===== src/rtl/switch_reader.sv =====
// switch_reader: synchronizes and debounces a 24-bit board switch bank,
// tracks which switches changed and how many accepted updates occurred,
// and exposes everything through a small request/acknowledge read port.
// Optional build macro SW_CHG_IRQ_EN adds a registered change interrupt;
// without it chg_irq is tied low and no interrupt logic exists.
module switch_reader #(
    parameter int unsigned DEBOUNCE_CYCLES = 20000,
    parameter logic [31:0] ID_WORD         = 32'h5357_0001
) (
    input  logic        clk_i,
    input  logic        rst,
    input  logic [23:0] device_sw,
    input  logic        rd_req,
    input  logic [1:0]  rd_addr,
    output logic        rd_ack,
    output logic [31:0] rd_data,
    output logic [23:0] sw_stable,
    output logic        chg_irq
);

    // Counter value that marks a candidate as having been stable long enough
    localparam logic [15:0] CNT_MAX = 16'(DEBOUNCE_CYCLES - 1);

    typedef enum logic {
        IDLE = 1'b0,
        ACK  = 1'b1
    } readState_t;

    logic [23:0] r_syncMeta;
    logic [23:0] r_syncSw;
    logic [23:0] r_candidate;
    logic [15:0] r_count;
    logic [23:0] r_swStable;
    logic [23:0] r_chgFlags;
    logic [31:0] r_evtCnt;
    readState_t  r_state;
    logic [1:0]  r_addr;
    logic        r_ack;

    logic        w_update;
    logic [23:0] w_setBits;
    logic        w_clearFlags;
    logic [31:0] w_readMux;

    // A new vector is accepted once the candidate has been stable for the full window
    assign w_update     = (r_count == CNT_MAX) && (r_candidate != r_swStable);
    assign w_setBits    = w_update ? (r_candidate ^ r_swStable) : 24'h0;
    assign w_clearFlags = (r_state == ACK) && (r_addr == 2'd1);

    // Two-flop synchronizer; only the second stage feeds the debouncer
    always_ff @(posedge clk_i) begin
        if (rst) begin
            r_syncMeta <= 24'h0;
            r_syncSw   <= 24'h0;
        end else begin
            r_syncMeta <= device_sw;
            r_syncSw   <= r_syncMeta;
        end
    end

    // Candidate tracks the synchronized input; the counter measures how long it has held
    always_ff @(posedge clk_i) begin
        if (rst) begin
            r_candidate <= 24'h0;
            r_count     <= 16'h0;
        end else if (r_syncSw != r_candidate) begin
            r_candidate <= r_syncSw;
            r_count     <= 16'h0;
        end else if (r_count != CNT_MAX) begin
            r_count <= r_count + 16'd1;
        end
    end

    // Accepted vector, sticky change flags (read-to-clear, set wins) and update count
    always_ff @(posedge clk_i) begin
        if (rst) begin
            r_swStable <= 24'h0;
            r_chgFlags <= 24'h0;
            r_evtCnt   <= 32'h0;
        end else begin
            r_chgFlags <= (w_clearFlags ? 24'h0 : r_chgFlags) | w_setBits;
            if (w_update) begin
                r_swStable <= r_candidate;
                r_evtCnt   <= r_evtCnt + 32'd1;
            end
        end
    end

    // Read FSM: accept a request in IDLE, acknowledge for exactly one cycle, drop requests seen during ACK
    always_ff @(posedge clk_i) begin
        if (rst) begin
            r_state <= IDLE;
            r_addr  <= 2'd0;
            r_ack   <= 1'b0;
        end else begin
            case (r_state)
                IDLE: begin
                    if (rd_req) begin
                        r_state <= ACK;
                        r_addr  <= rd_addr;
                        r_ack   <= 1'b1;
                    end else begin
                        r_ack <= 1'b0;
                    end
                end
                ACK: begin
                    r_state <= IDLE;
                    r_ack   <= 1'b0;
                end
                default: begin
                    r_state <= IDLE;
                    r_ack   <= 1'b0;
                end
            endcase
        end
    end

    // Register map selection; live values so a flag read shows exactly what the clear removes
    always_comb begin
        w_readMux = 32'h0;
        case (r_addr)
            2'd0:    w_readMux = {8'h00, r_swStable};
            2'd1:    w_readMux = {8'h00, r_chgFlags};
            2'd2:    w_readMux = r_evtCnt;
            default: w_readMux = ID_WORD;
        endcase
    end

    // Outputs are forced quiet while reset is held so a read in flight is aborted immediately
    assign rd_ack    = r_ack & ~rst;
    assign rd_data   = (r_ack && !rst) ? w_readMux : 32'h0;
    assign sw_stable = r_swStable;

`ifdef SW_CHG_IRQ_EN
    logic r_irq;

    // Level interrupt: registered OR of the change flags, one cycle behind them
    always_ff @(posedge clk_i) begin
        if (rst) begin
            r_irq <= 1'b0;
        end else begin
            r_irq <= |r_chgFlags;
        end
    end

    assign chg_irq = r_irq & ~rst;
`else
    assign chg_irq = 1'b0;
`endif

endmodule


===== config.mk =====
export PLATFORM = sky130hd
export DESIGN_NAME = switch_reader
export DESIGN_NICKNAME = d
export VERILOG_FILES = /design/src/rtl/switch_reader.sv
export SDC_FILE = /design/constraint.sdc
export NUM_CORES = 1
export LEC_CHECK = 0
export BUFFER_PORTS_ARGS = -buffer_cell sky130_fd_sc_hd__buf_4
export CORE_MARGIN = 2
export CORE_UTILIZATION = 25
export DETAILED_ROUTE_END_ITERATION = 10
export PLACE_DENSITY = 0.52
export SETUP_SLACK_MARGIN = 0.02
export SYNTH_ARGS = -nofsm -noshare
export SYNTH_HDL_FRONTEND = slang
export SYNTH_SLANG_ARGS = --single-unit

===== constraint.sdc =====
create_clock -name clk_i -period 3.25 [get_ports clk_i]
set_clock_uncertainty 0.2 [all_clocks]
set_input_delay 0.325 -clock clk_i [delete_from_list [all_inputs] [get_ports clk_i]]
set_output_delay 0.325 -clock clk_i [all_outputs]
set_load 0.005 [all_outputs]

# --- Yosys cells after proc, flatten, opt, wreduce, memory -nomap -nowiden ---
# Cells that the tools add are included.
word_totals:
  register_bits: 171
  input_bits: 29
  elab_cells: 35
classes:
  add_sub_neg: 2
  eq_ne: 6
  mux: 6
  bitwise_logic: 5
  n_reduce_logical: 7
op_table:
  columns: ["cell", "n"]
  rows:
  - ["$pmux W32 S3", 1]
  - ["$mux W24", 2]
  - ["$ne A24 B24 Y1", 2]
  - ["$add A32 B1 Y32 const B", 1]
  - ["$mux W32", 1]
  - ["$or A24 B24 Y24", 1]
  - ["$xor A24 B24 Y24", 1]
  - ["$add A16 B1 Y16 const B", 1]
  - ["$eq A16 B15 Y1 const B", 1]
  - ["$ne A16 B15 Y1 const B", 1]
  - ["$logic_and A1 B1 Y1", 3]
  - ["$eq A2 B1 Y1 const B", 1]
  - ["$eq A2 B2 Y1 const B", 1]
  - ["$logic_not A2 Y1", 1]
  - ["$not A1 Y1", 2]
  - ["$pmux W1 S2", 1]
  - ["$reduce_and A2 Y1", 1]
  - ["$reduce_or A2 Y1", 1]
  - ["$and A1 B1 Y1", 1]
  - ["$logic_not A1 Y1", 1]
  - ["$mux W1", 1]

# --- Depth between registers and ports, before layout ---
logic_depth:
  ltp_word: 4
  ltp_mapped: 7
  ltp_nobuf: 6

# --- Least setup slack after synthesis ---
# OpenSTA, ideal clock, no wires.
synth_timing:
  path_kind: "flip-flop to flip-flop"
  start: "register r_swStable[0] (netlist: sw_stable[0])"
  end: "register r_evtCnt[26]"
  setup_time_ps: 123
  arrival_ps: 2084
  slack_ps: 842
  path_stages_with_launch: 8
  period_less_slack_ps: 2408
  path_cell_list: "dfxtp_1 > xor2_1 > or4_4 > nor4_4 > buf_6 > buf_8 > a21oi_2 > mux2_1"
synth_between:
  elab_chain_cells: 2
synth_lines:
  columns: ["item", "line", "source"]
  rows:
  - ["start, declared", "33", "logic [23:0] r_swStable;"]
  - ["start signal, assigned", "83", "r_swStable <= r_candidate;"]
  - ["$ne A24 B24 Y1", "46", "assign w_update = (r_count == CNT_MAX) && (r_candidate != r_swStable);"]
  - ["$logic_and A1 B1 Y1", "46", null]
  - ["end signal, assigned", "84", "r_evtCnt <= r_evtCnt + 32'd1;"]
  - ["end, declared", "35", "logic [31:0] r_evtCnt;"]
# Every way passes these cells.
# A chain may end at the register's enable or synchronous reset.

# --- Worst setup path after layout ---
layout_timing:
  start: "register r_count[0]"
  end: "register r_swStable[5] (netlist: sw_stable[5])"
layout_between:
  elab_chain_cells: 2
layout_lines:
  columns: ["item", "line", "source"]
  rows:
  - ["start, declared", "32", "logic [15:0] r_count;"]
  - ["start signal, assigned", "70", "r_count <= r_count + 16'd1;"]
  - ["$eq A16 B15 Y1", "46", null]
  - ["$logic_and A1 B1 Y1", "46", null]
# Every way passes these cells.

==> results.py <==
metrics = {
    "final_layout": {
        "fillers": 3073,
        "final_nets": 968,
        "syn2layout_area_growth_pct": 25.7,
        "regArea_mm2": 0.00342,
        "drive_gt1_frac": 0.181,
        "layout.cells.non_filler": 1340,
        "final_cell_mix": "dfxtp_1 (170), buf_4 (102), nor2b_1 (101)",
        "final_common_cell": "dfxtp_1",
        "multiInputGateArea_mm2": 0.00391,
        "final_cell_area_mm2": 0.00950,
        "final_util": 0.320,
        "antennaDiodeCount": 0,
    },
    "synth": {
        "yosys_warnings": 0,
        "seq_area_frac_synth": 0.453,
        "synth_cells": 837,
        "ys.flop_type": "dfxtp_1",
        "syn_avg_cell_area_um2": 9.03,
        "async_flop_share": 0,
        "syn-cell-area_mm2": 0.00756,
        "synthesis.nets": 868,
        "synth.distinct_cells": 48,
        "synth-edff-count": 0,
        "ys_ff_latch": 171,
    },
    "critical_path": {
        "cp.arrival_ns": 3.02,
        "crit_path_start_kind": "register",
        "cp-startpoint": "r_count[0]",
        "r2r_cells": 6,
        "r2r_end": "sw_stable[5]",
        "r2r_slack_ns": 0.39,
        "rr_startpoint": "r_count[0]",
        "endpoint_kind": "register",
        "cp.required_ns": 3.41,
        "criticalPathCategory": "reg2reg",
        "endpoint": "sw_stable[5]",
        "cp_max_fo": 27,
    },
    "floorplan": {
        "core.rowCount": 63,
        "io_pins": 87,
        "start_util": 0.254,
        "die_x_um": 178,
        "dieArea_mm2": 0.0316,
        "core_mm2": 0.0297,
        "die_y_um": 178,
    },
    "routing": {
        "drt_iter0_drc": 341,
        "via_count": 5916,
        "drcViolationCount": 0,
        "drt-total-wl_um": 19100,
        "wl_per_cell_um": 14.3,
        "drt_first_pass_iters": 5,
        "vias_per_cell": 4.41,
        "ant_nets": 0,
    },
    "power": {
        "vdd_drop_max_uv": 299,
        "power_leakage_nw": 3.51,
        "power.density_mw_per_mm2": 472,
        "fin_total_pwr_mw": 4.49,
    },
    "grt": {
        "grtUsageTotal": 0.125,
        "grt_max_degree": 103,
        "grt_pass1_vias": 5552,
        "antenna_found_initial": 0,
        "grt_pass1_wl_um": 30400,
        "grt_remaining_overflow": 0,
    },
    "cts": {
        "cts_tree": "built",
        "cts_buffers": 17,
        "cts_htree_levels": 4,
        "cts_buffer_depth": 2,
        "cts_root_buf": "clkbuf_16",
        "clk_pin_slew_ns": 0.07,
        "cts_resized": 0,
        "cts_sinks": 171,
        "clk_latency_ns": 0.43,
    },
    "place": {
        "place_inst": 1282,
        "gp_congestion": 0.749,
        "dp_hpwl_um": 13800,
        "placed_cell_area_mm2": 0.00863,
        "io_buffers": 85,
    },
    "sta": {
        "clock.fmax_mhz": 350,
        "hold_viol": 0,
        "rsz0062_at_grt": "false",
        "max_slew.worst_pin.slew_ns": 1.03,
        "finalSetupTns_ns": 0,
        "setup_viol": 0,
        "drv_slew": 0,
        "slew_headroom": 0.309,
        "period_share": 0.880,
        "fin_crit_ns": 2.86,
    },
    "status": {
        "status": "completed",
    },
    "run": {
        "drv_cap": 0,
    },
    "hold_path": {
        "hold_depth": 3,
        "hold_class": "in2reg",
    },
}
==> critical path, cell delays in order (launching register included) <==
cell,delay (ns)
dfxtp_1,0.39
ha_1,0.23
and4_1,0.28
nand4_1,0.27
a21oi_4,0.87
buf_4,0.34
mux2i_1,0.19
==> worst min path at each step <==
stage | from | end | slack, ns
floorplan | r_syncMeta[0] | r_syncSw[0] | 0.21
global placement | r_syncMeta[11] | r_syncSw[11] | 0.22
detailed placement | r_syncMeta[16] | r_syncSw[16] | 0.22
CTS | rd_req | r_ack | 0.15
global route | rd_req | r_ack | 0.17
finish | rd_req | r_ack | 0.17
==> Yosys cell counts, drive strengths merged (2+ instances only) <==
cell	instances	area share
a2111oi	9	0.010
a211oi	9	0.0089
a21o	4	0.0041
a21oi	35	0.025
a32o	8	0.011
and2	6	0.0050
and3	2	0.0017
and4	2	0.0023
buf	10	0.0096
clkbuf	38	0.019
dfxtp	171	0.45
ha	2	0.0033
inv	6	0.0030
mux2	27	0.040
mux2i	50	0.066
nand2	91	0.045
nand3	22	0.015
nand4	27	0.022
nor2	101	0.050
nor2b	101	0.084
nor3	7	0.0053
nor4	4	0.0053
nor4bb	2	0.0026
o21ai	8	0.0053
o31ai	16	0.016
or3	3	0.0025
or4	6	0.0065
xnor2	34	0.039
xor2	28	0.032
==> flip-flops by register name, summed over array words and instances, names as in the netlist <==
| name | cells |
|---|---|
| r_chgFlags | 24 |
| r_evtCnt | 32 |
| r_addr | 2 |
| sw_stable | 24 |
| r_candidate | 24 |
| r_ack | 1 |
| r_syncMeta | 24 |
| r_count | 16 |
| r_syncSw | 24 |
==> through the flow <==
step | worst slack [ns] | hold slack (ns)
finish | 0.390 | 0.168
CTS | 0.374 | 0.149
detailed placement | 0.393 | 0.220
global route | 0.149 | 0.166
floorplan | 0.842 | 0.214
global placement | 0.450 | 0.220
==> per-layer routing <==
metal	routed length, um	GRT usage
met5	0	0
met1	9220	0.168
met3	827	0.0293
met4	216	0.0314
met2	8890	0.199
==> power breakdown <==
group,internal [mW],switching (mW)
clock network,1.06,0.995
registers,2.13,0.0273
logic,0.116,0.157
total,3.31,1.18
==> timing repair <==
| item | 4_1_cts | 5_1_grt |
|---|---|---|
| hold endpoints to repair | 26 | 0 |
| hold buffers | 26 | 0 |
| setup endpoints to repair | 0 | 0 |
| buffers inserted | 0 | 0 |
==> area by class of cell <==
class / instances / area share
clock buffer: 18 / 0.0462
clock inverter: 14 / 0.0176
inverter: 7 / 0.00277
multi-input combinational: 611 / 0.412
sequential: 171 / 0.360
tap: 390 / 0.0514
timing repair buffer: 129 / 0.110
==> cells by family after synthesis <==
kind of cell,count (synthesis),share of synthesized area
flops,171,0.453
mux,77,0.106
other cells,1,0.000496
xor+xnor,62,0.0718
buf+inv,55,0.0319
compound gates,93,0.0844
simple gates,376,0.249
fa+ha+maj,2,0.00331
(Power assumes the default switching activity.)
